<file path="config.mk">
export PLATFORM = sky130hd
export DESIGN_NAME = pong_game_ctrl
export DESIGN_NICKNAME = d
export VERILOG_FILES = /design/src/rtl/pong_pkg.sv /design/src/rtl/pad_ctrl.sv /design/src/rtl/pong_game_ctrl.sv
export SDC_FILE = /design/constraint.sdc
export NUM_CORES = 1
export LEC_CHECK = 0
export ABC_AREA = 0
export CAP_MARGIN = 0
export CORE_MARGIN = 2
export CORE_UTILIZATION = 28
export DETAILED_ROUTE_END_ITERATION = 12
export MAX_ROUTING_LAYER = met4
export REMOVE_ABC_BUFFERS = 1
export SLEW_MARGIN = 20
export SYNTH_ARGS = -nofsm -noshare
export SYNTH_HDL_FRONTEND = slang
export SYNTH_SLANG_ARGS = --single-unit
export TNS_END_PERCENT = 5
</file>
<file path="constraint.sdc">
create_clock -name clk -period 5.5 [get_ports clk]
set_clock_uncertainty 0.05 [all_clocks]
set_input_delay 1.1 -clock clk [delete_from_list [all_inputs] [get_ports clk]]
set_output_delay 1.1 -clock clk [all_outputs]
set_load 0.02 [all_outputs]
</file>
<file path="src/rtl/pong_pkg.sv">
// Shared geometry, reset positions and FSM encoding for the Pong game sequencer.
package pong_pkg;

  typedef logic [9:0]        coord_t;
  typedef logic signed [10:0] scoord_t;

  typedef enum logic [2:0] {
    ST_IDLE     = 3'd0,
    ST_SERVE    = 3'd1,
    ST_PLAY     = 3'd2,
    ST_POINT    = 3'd3,
    ST_GAMEOVER = 3'd4
  } state_e;

  // Ball-path geometry, signed so overshoot past a wall never wraps
  localparam scoord_t BALL_SZ   = 11'sd12;
  localparam scoord_t PAD_LEN   = 11'sd100;
  localparam scoord_t PAD_W     = 11'sd10;
  localparam scoord_t PAD_LX    = 11'sd30;
  localparam scoord_t PAD_RX    = 11'sd600;
  localparam scoord_t TOP_Y     = 11'sd10;
  localparam scoord_t BOT_Y     = 11'sd470;
  localparam scoord_t L_WALL    = 11'sd10;
  localparam scoord_t R_WALL    = 11'sd630;
  localparam scoord_t BALL_STEP = 11'sd2;

  // Paddle travel limits and reset positions
  localparam coord_t PAD_YMIN = 10'd10;
  localparam coord_t PAD_YMAX = 10'd370;
  localparam coord_t PAD_STEP = 10'd4;
  localparam coord_t PAD_Y0   = 10'd190;
  localparam coord_t BALL_X0  = 10'd314;
  localparam coord_t BALL_Y0  = 10'd234;

  localparam logic [2:0] LIVES_INIT = 3'd7;
  // Serve lasts 60 frames: counter runs 0..59
  localparam logic [5:0] SERVE_LAST = 6'd59;

  function automatic scoord_t to_s(input coord_t c);
    return $signed({1'b0, c});
  endfunction

  function automatic logic [2:0] dec_sat(input logic [2:0] v);
    return (v == 3'd0) ? 3'd0 : v - 3'd1;
  endfunction

endpackage

</file>
<file path="src/rtl/pad_ctrl.sv">
// One paddle: frame-rate up/down motion clamped to the playfield.
module pad_ctrl
  import pong_pkg::*;
(
  input  logic       clk,
  input  logic       reset,
  input  logic       tick_i,
  input  logic       en_i,
  input  logic       init_i,
  input  logic       up_i,
  input  logic       dn_i,
  output logic [9:0] y_o
);

  coord_t y_q, y_d;

  // Next paddle position; both or no buttons hold position
  always_comb begin
    y_d = y_q;
    if (tick_i) begin
      if (init_i) begin
        y_d = PAD_Y0;
      end else if (en_i) begin
        if (up_i && !dn_i) begin
          y_d = (y_q <= PAD_YMIN + PAD_STEP) ? PAD_YMIN : y_q - PAD_STEP;
        end else if (dn_i && !up_i) begin
          y_d = (y_q >= PAD_YMAX - PAD_STEP) ? PAD_YMAX : y_q + PAD_STEP;
        end
      end
    end
  end

  // Paddle position register
  always_ff @(posedge clk or posedge reset) begin
    if (reset) y_q <= PAD_Y0;
    else       y_q <= y_d;
  end

  assign y_o = y_q;

endmodule

</file>
<file path="src/rtl/pong_game_ctrl.sv">
// Pong frame-rate sequencer: game FSM, ball motion/collisions, lives, paddles.
module pong_game_ctrl
  import pong_pkg::*;
(
  input  logic       clk,
  input  logic       reset,
  input  logic       frame_tick,
  input  logic       start,
  input  logic       l_up,
  input  logic       l_dn,
  input  logic       r_up,
  input  logic       r_dn,
  output logic [9:0] posx,
  output logic [9:0] posy,
  output logic [9:0] posbarraiy,
  output logic [9:0] posbarrady,
  output logic [2:0] vidasi,
  output logic [2:0] vidasd,
  output logic       game_over,
  output logic       winner
);

  state_e     state_q, state_d;
  logic [5:0] cnt_q, cnt_d;
  coord_t     posx_q, posx_d, posy_q, posy_d;
  logic       dx_q, dx_d, dy_q, dy_d;       // 1 = right / down
  logic [2:0] vl_q, vl_d, vr_q, vr_d;
  logic       loser_q, loser_d;             // 1 = right player lost the point
  logic       go_q, go_d, win_q, win_d;

  coord_t     pad_l, pad_r;
  logic       pad_en, pad_init;

  scoord_t    nx, ny, x_new, y_new;
  logic       dx_new, dy_new, ovl_l, ovl_r, hit_l, hit_r, goal_l, goal_r;
  logic [2:0] lives_new;

  assign pad_en   = (state_q == ST_SERVE) || (state_q == ST_PLAY);
  assign pad_init = (state_q == ST_GAMEOVER) && start;

  pad_ctrl u_pad_l (
    .clk    (clk),
    .reset  (reset),
    .tick_i (frame_tick),
    .en_i   (pad_en),
    .init_i (pad_init),
    .up_i   (l_up),
    .dn_i   (l_dn),
    .y_o    (pad_l)
  );

  pad_ctrl u_pad_r (
    .clk    (clk),
    .reset  (reset),
    .tick_i (frame_tick),
    .en_i   (pad_en),
    .init_i (pad_init),
    .up_i   (r_up),
    .dn_i   (r_dn),
    .y_o    (pad_r)
  );

  // Candidate ball step: wall bounce first, then paddle hit, then goal test
  always_comb begin
    nx = dx_q ? to_s(posx_q) + BALL_STEP : to_s(posx_q) - BALL_STEP;
    ny = dy_q ? to_s(posy_q) + BALL_STEP : to_s(posy_q) - BALL_STEP;

    y_new  = ny;
    dy_new = dy_q;
    if (ny <= TOP_Y) begin
      y_new  = TOP_Y;
      dy_new = 1'b1;
    end else if (ny + BALL_SZ >= BOT_Y) begin
      y_new  = BOT_Y - BALL_SZ;
      dy_new = 1'b0;
    end

    // Overlap uses the wall-corrected y so a corner bounce still meets the paddle
    ovl_l = (y_new + BALL_SZ > to_s(pad_l)) && (y_new < to_s(pad_l) + PAD_LEN);
    ovl_r = (y_new + BALL_SZ > to_s(pad_r)) && (y_new < to_s(pad_r) + PAD_LEN);
    hit_l = !dx_q && (nx <= PAD_LX + PAD_W) && (nx + BALL_SZ > PAD_LX) && ovl_l;
    hit_r =  dx_q && (nx + BALL_SZ >= PAD_RX) && (nx < PAD_RX + PAD_W) && ovl_r;

    x_new  = nx;
    dx_new = dx_q;
    goal_l = 1'b0;
    goal_r = 1'b0;
    if (hit_l) begin
      x_new  = PAD_LX + PAD_W + 11'sd1;
      dx_new = 1'b1;
    end else if (hit_r) begin
      x_new  = PAD_RX - BALL_SZ - 11'sd1;
      dx_new = 1'b0;
    end else if (nx <= L_WALL) begin
      goal_l = 1'b1;
    end else if (nx + BALL_SZ >= R_WALL) begin
      goal_r = 1'b1;
    end
  end

  // Game FSM and per-frame state update
  always_comb begin
    state_d   = state_q;
    cnt_d     = cnt_q;
    posx_d    = posx_q;
    posy_d    = posy_q;
    dx_d      = dx_q;
    dy_d      = dy_q;
    vl_d      = vl_q;
    vr_d      = vr_q;
    loser_d   = loser_q;
    go_d      = go_q;
    win_d     = win_q;
    lives_new = '0;

    if (frame_tick) begin
      case (state_q)
        ST_IDLE: begin
          if (start) begin
            state_d = ST_SERVE;
            cnt_d   = '0;
          end
        end
        ST_SERVE: begin
          posx_d = BALL_X0;
          posy_d = BALL_Y0;
          if (cnt_q == SERVE_LAST) begin
            state_d = ST_PLAY;
            cnt_d   = '0;
          end else begin
            cnt_d = cnt_q + 6'd1;
          end
        end
        ST_PLAY: begin
          posx_d = x_new[9:0];
          posy_d = y_new[9:0];
          dx_d   = dx_new;
          dy_d   = dy_new;
          if (goal_l || goal_r) begin
            state_d = ST_POINT;
            loser_d = goal_r;
          end
        end
        ST_POINT: begin
          lives_new = loser_q ? dec_sat(vr_q) : dec_sat(vl_q);
          if (loser_q) vr_d = lives_new;
          else         vl_d = lives_new;
          if (lives_new == 3'd0) begin
            state_d = ST_GAMEOVER;
            go_d    = 1'b1;
            win_d   = ~loser_q;
          end else begin
            state_d = ST_SERVE;
            cnt_d   = '0;
            posx_d  = BALL_X0;
            posy_d  = BALL_Y0;
            dx_d    = loser_q;
          end
        end
        ST_GAMEOVER: begin
          if (start) begin
            state_d = ST_IDLE;
            go_d    = 1'b0;
            win_d   = 1'b0;
            vl_d    = LIVES_INIT;
            vr_d    = LIVES_INIT;
            posx_d  = BALL_X0;
            posy_d  = BALL_Y0;
            dx_d    = 1'b1;
            dy_d    = 1'b1;
            cnt_d   = '0;
          end
        end
        default: state_d = ST_IDLE;
      endcase
    end
  end

  // State registers
  always_ff @(posedge clk or posedge reset) begin
    if (reset) begin
      state_q <= ST_IDLE;
      cnt_q   <= '0;
      posx_q  <= BALL_X0;
      posy_q  <= BALL_Y0;
      dx_q    <= 1'b1;
      dy_q    <= 1'b1;
      vl_q    <= LIVES_INIT;
      vr_q    <= LIVES_INIT;
      loser_q <= 1'b0;
      go_q    <= 1'b0;
      win_q   <= 1'b0;
    end else begin
      state_q <= state_d;
      cnt_q   <= cnt_d;
      posx_q  <= posx_d;
      posy_q  <= posy_d;
      dx_q    <= dx_d;
      dy_q    <= dy_d;
      vl_q    <= vl_d;
      vr_q    <= vr_d;
      loser_q <= loser_d;
      go_q    <= go_d;
      win_q   <= win_d;
    end
  end

  assign posx       = posx_q;
  assign posy       = posy_q;
  assign posbarraiy = pad_l;
  assign posbarrady = pad_r;
  assign vidasi     = vl_q;
  assign vidasd     = vr_q;
  assign game_over  = go_q;
  assign winner     = win_q;

endmodule
</file>
Word-level counts from Yosys, hierarchy flattened
Cells that the tools add are included.
Widths: inputs -> output; s select.
{"block": "word_totals", "register_bits": 60, "input_bits": 8, "elab_cells": 168}
{"block": "classes", "n_addsub": 16, "order_cmp": 16, "n_eq_ne": 16, "n_mux": 62, "bitwise_logic": 1, "reduce_logical": 44}
{"op": "$mux 10", "n": 18}
{"op": "$pmux 10 s4", "n": 2}
{"op": "$mux 11", "n": 4}
{"op": "$add 11x5->11 const B", "n": 3}
{"op": "$mux 3", "n": 11}
{"op": "$reduce_and 4->1", "n": 6}
{"op": "$add 10x2->11 const B", "n": 2}
{"op": "$add 10x7->11 const B", "n": 2}
{"op": "$ge 11x11->1 const B", "n": 2}
{"op": "$gt 11x11->1", "n": 2}
{"op": "$le 11x5->1 const B", "n": 2}
{"op": "$lt 11x11->1", "n": 2}
{"op": "$sub 10x2->11 const B", "n": 2}
{"op": "$add 10x3->10 const B", "n": 2}
{"op": "$ge 10x9->1 const B", "n": 2}
{"op": "$le 10x4->1 const B", "n": 2}
{"op": "$sub 10x3->10 const B", "n": 2}
{"op": "$mux 6", "n": 3}
{"op": "$pmux 6 s3", "n": 1}
{"op": "$mux 1", "n": 16}
{"op": "$pmux 3 s5", "n": 1}
{"op": "$logic_and 1x1->1", "n": 13}
{"op": "$logic_not 3->1", "n": 4}
{"op": "$ne 2x2->1 const B", "n": 6}
{"op": "25 further kinds", "n": 45}

Logic depth before layout (Yosys ltp)
{"block": "logic_depth", "ltp_word": 15, "depth_mapped": 28, "mapped_depth_nobuf": 27}

Modules after synthesis
Synthesis repeated with hierarchy kept, for this count alone.
{"block": "unflattened", "hier_cells": 802, "area_unflattened_um2": 6585.1}
{"mod": "pong_game_ctrl", "n_inst": 1, "cells_per_inst": 618, "area_per_inst_um2": 5066.1}
{"mod": "pad_ctrl", "n_inst": 2, "cells_per_inst": 92, "area_per_inst_um2": 759.5}

Least setup slack after synthesis
No wires, ideal clock.
{"block": "synth_timing", "path_type": "flip-flop to flip-flop", "startpoint": "register dy_q", "endpoint": "register loser_q", "arrival_time_ps": 5244, "required_ps": 5318, "path_slack_ps": 74, "stages_incl_launch_ff": 24, "path_buffers": 1, "period_less_slack_ps": 5426, "path_cell_list": "dfstp_2 > inv_1 > fa_1 > a211oi_1 > nor2_1 > nor2_2 > nand2_1 > or4_4 > a31oi_4 > or3_1 > nor2_1 > ha_1 > nor3_1 > mux2_2 > ha_1 > or4_1 > a211oi_1 > nor4_1 > nand4_1 > a21oi_1 > o21a_1 > buf_6 > o31ai_1 > o31ai_1"}
{"block": "synth_between", "elab_chain_len": 13}
{"item": "start: declaration", "line": "pong_game_ctrl.sv:26", "text": "logic dx_q, dx_d, dy_q, dy_d;"}
{"item": "start signal: assignment", "line": "pong_game_ctrl.sv:199", "text": "dy_q <= dy_d;"}
{"item": "$mux 11 (*)", "line": "pong_game_ctrl.sv:66", "text": "ny = dy_q ? to_s(posy_q) + BALL_STEP : to_s(posy_q) - BALL_STEP;"}
{"item": "$add 11x5->11", "line": "pong_game_ctrl.sv:73", "text": "end else if (ny + BALL_SZ >= BOT_Y) begin"}
{"item": "$ge 11x10->1", "line": "pong_game_ctrl.sv:73"}
{"item": "$mux 11", "line": "pong_game_ctrl.sv:73"}
{"item": "$mux 11 (*)", "line": "pong_game_ctrl.sv:70", "text": "if (ny <= TOP_Y) begin"}
{"item": "$add 11x5->11", "line": "pong_game_ctrl.sv:79, pong_game_ctrl.sv:80"}
{"item": "$gt 11x11->1", "line": "pong_game_ctrl.sv:80", "text": "ovl_r = (y_new + BALL_SZ > to_s(pad_r)) && (y_new < to_s(pad_r) + PAD_LEN);"}
{"item": "$logic_and 1x1->1", "line": "pong_game_ctrl.sv:80"}
{"item": "$logic_and 1x1->1", "line": "pong_game_ctrl.sv:82", "text": "hit_r = dx_q && (nx + BALL_SZ >= PAD_RX) && (nx < PAD_RX + PAD_W) && ovl_r;"}
{"item": "$mux 1", "line": "pong_game_ctrl.sv:91", "text": "end else if (hit_r) begin"}
{"item": "$mux 1", "line": "pong_game_ctrl.sv:88", "text": "if (hit_l) begin"}
{"item": "$logic_or 1x1->1", "line": "pong_game_ctrl.sv:139", "text": "if (goal_l || goal_r) begin"}
{"item": "$reduce_and 3->1 (no line)"}
{"item": "end signal: assignment", "line": "pong_game_ctrl.sv:202", "text": "loser_q <= loser_d;"}
{"item": "end: declaration", "line": "pong_game_ctrl.sv:28", "text": "logic loser_q, loser_d;"}
Mark *: on every way between the ends. The rest lies on a longest branch, timed or not.
A chain may end at the register's enable or synchronous reset.

Worst setup path in the final report
Same ends and word-level chain as after synthesis.

==> results.md <==
* Slack of the critical path at 0.0670 ns
* DR vias/cell at 5.31
* Worst Min Path Start: cnt_q[4]
* CTS Sinks at 58
* I/O pin cnt at 56
* Pin count of the biggest net entering global routing at 59
* Synth Area in XOR/XNOR at 4.86%
* Final std cells w/o fill at 1206
* Most frequent cells in the layout: 86 x buf_4, 69 x nor2_1, 67 x o21ai_0
* F_max at 184 MHz
* FP Rows at 54
* RePlAce Congestion at 0.884
* Synth Area in Compound Gates at 28.2%
* Largest family of logic cells by synthesized area: compound AO/OA/AOI/OAI gates
* Clock latency at the later pin of the worst-skew pair at 0.33 ns
* Layout cells sized above 1 at 22.8%
* Initial antenna violation count at 0
* Vias in the first global route at 5883
* Synth top area cells: ha_1 14%, dfstp_2 13%, dfrtp_1 11%
* Yosys top cell area share at 14.1%
* Critical path origin: dy_q
* Post-synth EDFFs at 0
* LEAKAGE at 3.56 nW
* WP data arrival at 5.58 ns
* Routing usage on met3 at 2.00%
* Top FF cell, synth: dfstp_2
* Crit path launch type: register
* Fin crit share at 98.8%
* Adder-cell share of the synthesized area at 14.8%
* Final hold slack at 0.428 ns
* TritonCTS Buffers at 9
* RSZ-0062 raised after global routing: true
* IO buf count at 53
* First-pass GRT wire length at 30500 µm
* DIE WIDTH at 154 µm
* Area grow syn2layout at 33.9%
* Post-Syn Area at 0.00628 mm²
* Initial DRC count at 343
* HPWL after detailed placement at 14600 µm
* Post-route setup TNS at 0 ns
* Sequential area share after synthesis at 23.7%
* Starting Density at 28.7%
* Wire length per cell at 15.8 µm
* Reg2reg start: dy_q
* #FFs+latches synth at 58
* Worst slew pin tran at 1.12 ns
* Peak VDD IR at 0.250 mV
* Placed Cells at 1177
* CTS Root Cell: clkbuf_16
* Status: finished, final reports clean
* Crit Path Class: reg -> reg
* Netlist cell types at 83
* CTS tree: done
* Most common cell after layout, fill and taps aside: buf_4
* CTS Buffer Depth at 2
* Post-synthesis mux area share at 1.53%
* Max FO, Critical Path at 6
* Final setup viols at 0
* GRT Max-Usage Layer: met2
* Core Area at 0.0219 mm²
* Post-synthesis simple-gate area fraction at 21.7%
* Layout Nets at 1002
* Die Ht at 154 µm
* Dpl ws at -0.237 ns
* Syn Inst Count at 791
* Element type at the critical path end: register
* Routing usage on met1 at 22.7%
* Final Hold Vio Count at 0
* PwrDens at 322 mW/mm²
* Met2 Usage GRT at 23.6%
* Syn avg cell area at 7.94 µm²
* Post-synth ARST share at 100%
* Min cycle time layout at 5.43 ns
* Clock-pin slew on the worst setup and hold paths at 0.05 ns
* Layout Utilization at 38.4%
* Die area at 0.0237 mm²
* DRC violations left at 0
* Syn. warnings at 0
* Max-Cap Viols at 0
* Diodes inserted at 0
* CP required at 5.65 ns
* H-tree levels at 3
* HP Class: reg -> reg
* Drt first pass iters at 5
* Total Wirelength at 19000 µm
* GRT Overall Usage at 16.1%
* Total gr overflow at 0
* Post-route ant nets at 0
* Rel. slew slack at 25.4%
* Max Slew Vio Count at 0
* Vias at 6401
* Area leader, netlist: ha_1
[through the flow]
stage,power [mW],area (µm²)
global route,2.92,8410
finish,2.71,8410
CTS,2.66,8180
floorplan,1.57,6160
global placement,2.02,7650
detailed placement,2.03,7650
[cell type report]
| class | instances | area [µm²] |
|---|---|---|
| clock buffer | 11 | 243 |
| inverter | 52 | 198 |
| sequential | 58 | 1490 |
| multi-input combinational | 655 | 4790 |
| clock inverter | 5 | 77.6 |
| timing repair buffer | 145 | 1270 |
| tap | 280 | 350 |
| fill | 2237 | 13500 |
[Yosys cell counts (12+ instances only)]
master,number
a211oi_1,14
a21oi_1,64
clkbuf_1,20
dfrtp_1,28
dfstp_2,30
ha_1,71
inv_1,52
nand2_1,68
nand2b_1,17
nand3_1,20
nor2_1,75
nor3_1,20
o21a_1,12
o21ai_0,71
xnor2_1,23
[worst max-delay path: stages, from the launching register on]
cell	delay [ns]
dfstp_2	0.55
inv_4	0.06
ha_4	0.22
a211oi_4	0.44
o311ai_4	0.15
a221oi_2	0.35
nand2_1	0.14
nor4_4	0.34
nor2b_4	0.10
or3_4	0.41
nor2_4	0.14
ha_4	0.17
nor3_2	0.05
mux2_4	0.31
ha_1	0.18
or4_4	0.53
a211oi_2	0.15
nor4_1	0.07
nand4_1	0.09
a21oi_1	0.06
o21a_2	0.25
clkbuf_16	0.16
o31ai_2	0.22
o31ai_1	0.10
[cells by family (layout without fill, tap and decap cells)]
logic type	after synthesis	count (layout)
XOR/XNOR	34	34
AND/OR/NAND/NOR	271	271
AO/OA/AOI/OAI	264	264
buffers and inverters	81	213
adder cells (fa/ha/maj)	73	73
flip-flops	58	58
multiplexers	9	9
other	1	4
[state kept, by name (all words and copies together) (netlist names)]
| name | cells |
|---|---|
| cnt_q | 6 |
| dx_q | 1 |
| dy_q | 1 |
| game_over | 1 |
| loser_q | 1 |
| posx | 10 |
| posy | 10 |
| state_q | 3 |
| u_pad_l.y_o | 9 |
| u_pad_r.y_o | 9 |
| vidasd | 3 |
| vidasi | 3 |
| winner | 1 |
[power by group]
group	leakage (nW)	total, mW	internal, mW	switching [mW]
Sequential	0.677	0.714	0.552	0.162
Combinational	2.73	1.38	0.621	0.762
Clock	0.156	0.610	0.407	0.203
[timing repair]
action                                  in CTS  in global routing
hold buffers                                 0                  0
resized for setup                           31                 37
pin swaps                                   16                 34
endpoints found under the setup margin      13                 13
cloned                                       0                  1
buffers inserted                             7                  5
[path summary, 6_finish.rpt]
kind / cells after the start / to / slack [ns]
worst max-delay path: 23 / loser_q / 0.07
worst min-delay path: 1 / cnt_q[4] / 0.43
worst max register to register: 23 / loser_q / 0.07
worst min register to register: 1 / cnt_q[4] / 0.43
max in group asynchronous: 3 / posy[8] / 3.63
min in group asynchronous: 3 / u_pad_l.y_o[9] / 1.26
[routing by layer]
metal  part of all wire [%]  up-vias
li1                       -     3160
met1                     49     3023
met2                     44      181
met3                    4.6       37
met4                    2.5        0
met5                      0        -
No activity file was read; power rests on OpenSTA's default activity.
